`config.mk`:
```
export PLATFORM = sky130hd
export DESIGN_NAME = ex_muldiv_unit
export DESIGN_NICKNAME = d
export VERILOG_FILES = /design/src/rtl/ex_muldiv_unit.sv
export SDC_FILE = /design/constraint.sdc
export NUM_CORES = 1
export LEC_CHECK = 0
export BUFFER_PORTS_ARGS = -buffer_cell sky130_fd_sc_hd__buf_4
export CORE_ASPECT_RATIO = 0.9
export CORE_MARGIN = 4
export CORE_UTILIZATION = 30
export CTS_BUF_LIST = sky130_fd_sc_hd__clkbuf_8
export DETAILED_ROUTE_END_ITERATION = 10
export SLEW_MARGIN = 30
export SYNTH_ARGS = -nofsm -noshare
export SYNTH_HDL_FRONTEND = slang
export SYNTH_SLANG_ARGS = --single-unit
```
`constraint.sdc`:
```
create_clock -name CLK -period 5.9 [get_ports CLK]
set_clock_uncertainty 0.2 [all_clocks]
set_input_delay 0 -clock CLK [delete_from_list [all_inputs] [get_ports CLK]]
set_output_delay 0 -clock CLK [all_outputs]
set_load 0.03 [all_outputs]
```
`src/rtl/ex_muldiv_unit.sv`:
```
// Iterative integer multiply/divide unit for the EX stage; owns HI/LO.
// Shift-add multiply and restoring divide, one bit per cycle, then one FIX
// cycle for sign correction and special cases. Fixed latency WIDTH+2.
// Ports:
//   CLK, RST        clock, synchronous active-high reset
//   Start, Func     operation request and MIPS funct code
//   Rdata1, Rdata2  rs / rt operands
//   Abort           pipeline flush, cancels any in-flight operation
//   Busy, Done      in-flight flag, one-cycle completion pulse
//   HI, LO          architectural HI/LO registers
module ex_muldiv_unit #(
  parameter int unsigned WIDTH = 32
) (
  input  logic             CLK,
  input  logic             RST,
  input  logic             Start,
  input  logic [5:0]       Func,
  input  logic [WIDTH-1:0] Rdata1,
  input  logic [WIDTH-1:0] Rdata2,
  input  logic             Abort,
  output logic             Busy,
  output logic             Done,
  output logic [WIDTH-1:0] HI,
  output logic [WIDTH-1:0] LO
);

  localparam int unsigned CW = $clog2(WIDTH);
  localparam logic [5:0] F_MTHI  = 6'h11;
  localparam logic [5:0] F_MTLO  = 6'h13;
  localparam logic [5:0] F_MULT  = 6'h18;
  localparam logic [5:0] F_MULTU = 6'h19;
  localparam logic [5:0] F_DIV   = 6'h1A;
  localparam logic [5:0] F_DIVU  = 6'h1B;
  localparam logic [WIDTH-1:0] MOST_NEG = {1'b1, {(WIDTH-1){1'b0}}};

  typedef enum logic [1:0] {S_IDLE, S_MUL, S_DIV, S_FIX} state_t;

  state_t           state_q, state_d;
  logic [CW-1:0]    cnt_q, cnt_d;
  logic [WIDTH:0]   acc_q, acc_d;     // product high half / partial remainder
  logic [WIDTH-1:0] wrk_q, wrk_d;     // multiplier shifting out / quotient shifting in
  logic [WIDTH-1:0] m_q, m_d;         // |multiplicand| or |divisor|
  logic [WIDTH-1:0] raw_q, raw_d;     // dividend as presented, for divide-by-zero
  logic             is_div_q, is_div_d;
  logic             neg_res_q, neg_res_d;
  logic             neg_rem_q, neg_rem_d;
  logic             div0_q, div0_d;
  logic             ovf_q, ovf_d;
  logic [WIDTH-1:0] hi_q, hi_d, lo_q, lo_d;
  logic             busy_q, busy_d, done_q, done_d;

  // Operand conditioning at accept time
  logic             op_sgn, a_neg, b_neg;
  logic [WIDTH-1:0] a_abs, b_abs;

  assign op_sgn = (Func == F_MULT) || (Func == F_DIV);
  assign a_neg  = op_sgn && Rdata1[WIDTH-1];
  assign b_neg  = op_sgn && Rdata2[WIDTH-1];
  assign a_abs  = a_neg ? -Rdata1 : Rdata1;
  assign b_abs  = b_neg ? -Rdata2 : Rdata2;

  logic [WIDTH:0]     sum, shf;
  logic [2*WIDTH-1:0] prod;

  // Next-state and datapath
  always_comb begin
    state_d   = state_q;
    cnt_d     = cnt_q;
    acc_d     = acc_q;
    wrk_d     = wrk_q;
    m_d       = m_q;
    raw_d     = raw_q;
    is_div_d  = is_div_q;
    neg_res_d = neg_res_q;
    neg_rem_d = neg_rem_q;
    div0_d    = div0_q;
    ovf_d     = ovf_q;
    hi_d      = hi_q;
    lo_d      = lo_q;
    done_d    = 1'b0;
    sum       = '0;
    shf       = '0;
    prod      = '0;

    case (state_q)
      S_IDLE: begin
        if (Start && !Abort) begin
          case (Func)
            F_MTHI: hi_d = Rdata1;
            F_MTLO: lo_d = Rdata1;
            F_MULT, F_MULTU: begin
              state_d   = S_MUL;
              cnt_d     = CW'(WIDTH - 1);
              acc_d     = '0;
              wrk_d     = b_abs;
              m_d       = a_abs;
              is_div_d  = 1'b0;
              neg_res_d = a_neg ^ b_neg;
              neg_rem_d = 1'b0;
              div0_d    = 1'b0;
              ovf_d     = 1'b0;
            end
            F_DIV, F_DIVU: begin
              state_d   = S_DIV;
              cnt_d     = CW'(WIDTH - 1);
              acc_d     = '0;
              wrk_d     = a_abs;
              m_d       = b_abs;
              raw_d     = Rdata1;
              is_div_d  = 1'b1;
              neg_res_d = a_neg ^ b_neg;
              neg_rem_d = a_neg;
              div0_d    = (Rdata2 == '0);
              ovf_d     = op_sgn && (Rdata1 == MOST_NEG) && (Rdata2 == '1);
            end
            default: ;
          endcase
        end
      end

      S_MUL: begin
        // Add multiplicand if LSB of multiplier set, then shift {acc,wrk} right
        sum   = acc_q + (wrk_q[0] ? {1'b0, m_q} : '0);
        acc_d = {1'b0, sum[WIDTH:1]};
        wrk_d = {sum[0], wrk_q[WIDTH-1:1]};
        if (cnt_q == '0) state_d = S_FIX;
        else             cnt_d   = cnt_q - CW'(1);
      end

      S_DIV: begin
        // Shift next dividend bit into remainder; subtract divisor if it fits
        shf = {acc_q[WIDTH-1:0], wrk_q[WIDTH-1]};
        if (shf >= {1'b0, m_q}) begin
          acc_d = shf - {1'b0, m_q};
          wrk_d = {wrk_q[WIDTH-2:0], 1'b1};
        end else begin
          acc_d = shf;
          wrk_d = {wrk_q[WIDTH-2:0], 1'b0};
        end
        if (cnt_q == '0) state_d = S_FIX;
        else             cnt_d   = cnt_q - CW'(1);
      end

      S_FIX: begin
        state_d = S_IDLE;
        done_d  = 1'b1;
        if (!is_div_q) begin
          prod = {acc_q[WIDTH-1:0], wrk_q};
          if (neg_res_q) prod = -prod;
          hi_d = prod[2*WIDTH-1:WIDTH];
          lo_d = prod[WIDTH-1:0];
        end else if (div0_q) begin
          hi_d = raw_q;
          lo_d = '1;
        end else if (ovf_q) begin
          hi_d = '0;
          lo_d = MOST_NEG;
        end else begin
          hi_d = neg_rem_q ? -acc_q[WIDTH-1:0] : acc_q[WIDTH-1:0];
          lo_d = neg_res_q ? -wrk_q : wrk_q;
        end
      end

      default: state_d = S_IDLE;
    endcase

    // Flush wins over everything, including the FIX write
    if (Abort) begin
      state_d = S_IDLE;
      done_d  = 1'b0;
      hi_d    = hi_q;
      lo_d    = lo_q;
    end

    busy_d = (state_d != S_IDLE);
  end

  // State and datapath registers
  always_ff @(posedge CLK) begin
    if (RST) begin
      state_q   <= S_IDLE;
      cnt_q     <= '0;
      acc_q     <= '0;
      wrk_q     <= '0;
      m_q       <= '0;
      raw_q     <= '0;
      is_div_q  <= 1'b0;
      neg_res_q <= 1'b0;
      neg_rem_q <= 1'b0;
      div0_q    <= 1'b0;
      ovf_q     <= 1'b0;
      hi_q      <= '0;
      lo_q      <= '0;
      busy_q    <= 1'b0;
      done_q    <= 1'b0;
    end else begin
      state_q   <= state_d;
      cnt_q     <= cnt_d;
      acc_q     <= acc_d;
      wrk_q     <= wrk_d;
      m_q       <= m_d;
      raw_q     <= raw_d;
      is_div_q  <= is_div_d;
      neg_res_q <= neg_res_d;
      neg_rem_q <= neg_rem_d;
      div0_q    <= div0_d;
      ovf_q     <= ovf_d;
      hi_q      <= hi_d;
      lo_q      <= lo_d;
      busy_q    <= busy_d;
      done_q    <= done_d;
    end
  end

  assign Busy = busy_q;
  assign Done = done_q;
  assign HI   = hi_q;
  assign LO   = lo_q;

endmodule

```
== Word-level counts from Yosys, hierarchy flattened ==
Index checks and enable logic that the tools add are counted.
Word-level totals
  bits in registers: 207
  bits in latches: 0
  memory bits (writable): 0
  bits in read-only memories: 0
  bits of input ports: 74
  output and inout port bits: 66
  word-level logic and storage cells: 112
  memories kept: 0
Operators by class
  add/sub/neg operators: 8
  $mul: 0
  divide/modulo/power cells: 0
  order comparisons: 1
  equal/unequal tests: 17
  shifts and indexed selects: 0
  mux-type cells: 41
  bitwise operators: 2
  reductions and logical operators: 28
Operator list (number)
  two-way mux 32 bit: 16
  one-hot mux 32 bit (2 select lines): 4
  negator 32 bit: 4
  two-way mux 33 bit: 3
  one-hot mux 33 bit (3 select lines): 1
  one-hot mux 32 bit (3 select lines): 1
  equality test 32 bit (second input constant): 2
  two-way mux 64 bit: 1
  negator 64 bit: 1
  equality test 6 x 5 -> 1 bit (second input constant): 6
  adder 33 x 32 -> 33 bit: 1
  greater-or-equal comparator 33 x 32 -> 1 bit: 1
  subtractor 33 x 32 -> 33 bit: 1
  logical NOT 32 bit: 1
  two-way mux 5 bit: 3
  AND reduction 3 bit: 5
  AND reduction 4 bit: 3
  one-hot mux 5 bit (2 select lines): 1
  one-hot mux 1 bit (2 select lines): 4
  nonzero test 2 bit: 4
  OR reduction 2 bit: 4
  two-way mux 2 bit: 3
  inequality test 2 bit (second input constant): 3
  one-hot mux 2 bit (3 select lines): 1
  other kinds (16): 23

== Depth between registers and ports, before layout ==
  word-level depth: 7
  depth in mapped cells: 14
  mapped depth without buffers: 13

== Worst setup path before layout ==
No wires, ideal clock.
  path type: reg-to-reg
  from: register wrk_q[0]
  to: register acc_q[30]
  library setup time: 120 ps
  data arrival time: 3337 ps
  required time: 5580 ps
  path slack: 2243 ps
  cell stages (with the launch flop): 15
  buffers on the path: 2
  period minus slack after synthesis: 3657 ps
  cells stage by stage: dfxtp_1 -> inv_1 -> clkbuf_1 -> nor2_1 -> ha_1 -> clkbuf_1 -> nand4_1 -> or4b_1 -> o221a_2 -> o21ai_1 -> o31a_1 -> a21o_1 -> a32oi_1 -> a41o_1 -> o31a_1
Between the ends
  word-level cells in the longest chain between the ends: 3
RTL lines
  start, declared: RTL line 41  | logic [WIDTH-1:0] wrk_q, wrk_d;
  start signal, assigned: RTL line 200  | wrk_q <= wrk_d;
  two-way mux 32 bit: RTL line 123  | sum = acc_q + (wrk_q[0] ? {1'b0, m_q} : '0);
  adder 33 x 32 -> 33 bit: RTL line 123
  one-hot mux 33 bit (3 select lines): RTL line 85  | case (state_q)
  end signal, assigned: RTL line 183  | acc_q <= '0;
  end signal, assigned: RTL line 199  | acc_q <= acc_d;
  end, declared: RTL line 40  | logic [WIDTH:0] acc_q, acc_d;
No other way between the ends.
A chain may end at the register's enable or synchronous reset.

== Final worst setup path ==
  from: input port Rdata2[0]
  to: register m_q[26]
Between the ends
  word-level cells in the longest chain between the ends: 3
RTL lines
  start, declared: RTL line 19  | input logic [WIDTH-1:0] Rdata2,
  negator 32 bit: RTL line 60  | assign b_abs = b_neg ? -Rdata2 : Rdata2;
  two-way mux 32 bit: RTL line 60
  one-hot mux 32 bit (2 select lines): RTL line 88  | case (Func)
  end signal, assigned: RTL line 201  | m_q <= m_d;
  end, declared: RTL line 42  | logic [WIDTH-1:0] m_q, m_d;
No other way between the ends.

==> metrics <==
first-pass GRT wire length=113000 um; CTS Buf Count=40; Inst Count DP=3170; setup TNS=0 ns; area leader, netlist=dfxtp_1; crit path launch type=input port; status=complete, no violations; PortBufs=139; R2R Setup Slk=1.80 ns; gr ovfl total=0; WS Path Type=in -> reg; via count=19600; routed vias/inst=5.86; register area share after synthesis=24.2%; pin count of the biggest net entering global routing=95; worst-margin pin slew=1.02 ns; Crit Path Max Fanout=7; H-tree Lvls=2; Leakage=0.00807 uW; Filler Cell Count=5917; synthesized flop and latch total=207; worst vdd ir=0.104 mV; vias in the first global route=18100; clock latency on the worst-skew pair=0.60 ns; Yosys top cell area share=24.2%; Critical Path Sink Type=register; Fin. Hold Viols=0; post-CTS resize count=0; cells after synthesis=2436; Nets=2717; fmax=241 MHz; GRT Util Overall=23.5%; crit share post-route=70.4%; Routed WL=75600 um; CORE AREA=0.0561 mm2; Place WS=1.90 ns; Synth Flop Type=dfxtp_1; largest cells by area after synthesis=dfxtp_1, a21oi_1, nand2_1; drt drc=0; Data arrival, critical path=4.45 ns; Synth cell types=84; Sinks on Clock Net=207; DRT antenna net count=0; max_cap viols=0; CP required=6.20 ns; synthesis-to-layout area growth=20.0%; CTS Root Cell=clkbuf_8; layout cells sized above 1=10.5%; Final Max Tran Viols=0; First DRT Iteration DRCs=2450; RSZ-0062 raised after global routing=no; die width=260 um; Hold Path Class=in -> reg; placed instance area=0.0187 mm2; antenna violations before repair=3; Rel. slew slack=31.1%; row count=82; gpl congestion=0.931; async set or reset register ratio after synthesis=0%; full die area=0.0611 mm2; Critical Path Max Stage Delay=0.79 ns; Worst-path clk slew=0.06 ns; First-pass DRT Iterations=6; maximum clock insertion buffer count=3; CTS tree=built; Final Instance Area=0.0206 mm2; minimum clock period=4.16 ns; final std cells w/o fill=3349; critical path, cell by cell=dlygate4sd3_1 > buf_4 > inv_1 > ha_1 > or3b_2 > nor4_1 > nand4_1 > o31ai_1 > xnor2_1 > dlygate4sd3_1 > nor2_1 > a211oi_1 > a21oi_1 > nor2_1; I/O Pins=140; PD cells=164 mW/mm2; worst setup margin=1.74 ns; chip height=235 um; yosys warns=0; Initial Util=30.6%; Avg Inst Size Synth=7.04 um2; # setup viols final=0; Mapped Area=0.0172 mm2; CP max-delay cell=nor4_1; DP Wirelength=56700 um; mean routed wirelength per cell=22.6 um; number of synthesized flops with an enable pin=0; syn nets=2587
-- cells in the final DEF, fill, tap and decap left out, types with 48 or more instances in the layout --
master / netlist / final
o21ai_0: 122 / 122
xor2_1: 73 / 73
buf_4: 1 / 172
inv_1: 78 / 91
clkbuf_8: 0 / 48
nor2_1: 239 / 236
nor3_1: 71 / 71
nand3_1: 48 / 48
dlygate4sd3_1: 0 / 110
ha_1: 75 / 73
nand2_1: 336 / 335
a22oi_1: 52 / 52
a21oi_1: 289 / 288
dfxtp_1: 207 / 206
xnor2_1: 117 / 117
-- cells in the mapped netlist (all sizes together), types with 48 or more instances --
library cell  instances
xnor2               117
ha                   75
nor3                 72
xor2                 73
nor2                239
a22oi                52
o21ai               125
a21oi               289
nand2               336
inv                  78
clkbuf              176
dfxtp               207
nand3                48
-- per-layer routing --
metal | track usage, % | routed length, um
met1 | 34.9 | 34100
met2 | 33.5 | 30400
met3 | 5.01 | 8470
met4 | 6.88 | 2410
met5 | 1.98 | 195
-- worst paths after layout --
path	cells past startpoint	end	start
worst min-delay path	6	LO[1]$_SDFFE_PP0P_	Func[2]
worst max register to register	11	HI[14]$_SDFFE_PP0P_	acc_q[1]$_SDFFE_PP0P_
worst max-delay path	14	m_q[26]$_SDFFE_PP0P_	Rdata2[0]
worst min register to register	2	HI[19]$_SDFFE_PP0P_	HI[19]$_SDFFE_PP0P_
-- registers in the layout, summed over array words and instances (netlist names) --
register	cells
wrk_q	32
ovf_q	1
cnt_q	5
raw_q	32
LO	32
is_div_q	1
m_q	32
HI	32
Busy	1
Done	1
div0_q	1
state_q	2
neg_res_q	1
acc_q	33
neg_rem_q	1
-- worst max-delay path, delay by kind of cell --
kind / cells / cell delay [ns]
simple gates: 5 / 1.79
buf+inv: 4 / 1.48
compound gates: 3 / 0.75
xor+xnor: 1 / 0.23
fa+ha+maj: 1 / 0.19
-- per-stage QoR --
step	util, %	hold WS [ns]	power [uW]
5_1_grt	36.7	0.0736	3490
4_1_cts	36.7	0.00701	3380
3_5_place_dp	33.3	0.0689	1880
3_3_place_gp	33.3	0.0632	1880
6_report	36.7	0.0272	3380
2_1_floorplan	-	-0.124	1690
-- cell type report --
cell class / count / area [um2] / share of cell area (%)
Tap cell: 756 / 946 / 4.60
Multi-Input combinational cell: 1955 / 12000 / 58.3
Timing Repair Buffer: 284 / 2410 / 11.7
Sequential cell: 207 / 4150 / 20.1
Inverter: 78 / 293 / 1.42
Clock buffer: 48 / 661 / 3.21
Antenna cell: 1 / 2.50 / 0.0122
Clock inverter: 20 / 121 / 0.590
-- timing repair --
item                                   CTS  global route
hold buffers                           110             0
buffers inserted                         0             0
endpoints found under the hold margin  170             0
-- kinds of logic after synthesis --
group,synth area share (%)
compound gates,28.8
xor+xnor,9.70
fa+ha+maj,5.70
buf+inv,6.21
flops,24.2
mux,1.29
simple gates,24.1
-- power by group --
group          internal (uW)  total, uW  switching (uW)  leakage, uW
clock network            781       1470             687     0.000451
registers               1410       1420            11.8      0.00167
logic                    177        491             315      0.00596
(Power assumes the default switching activity.)
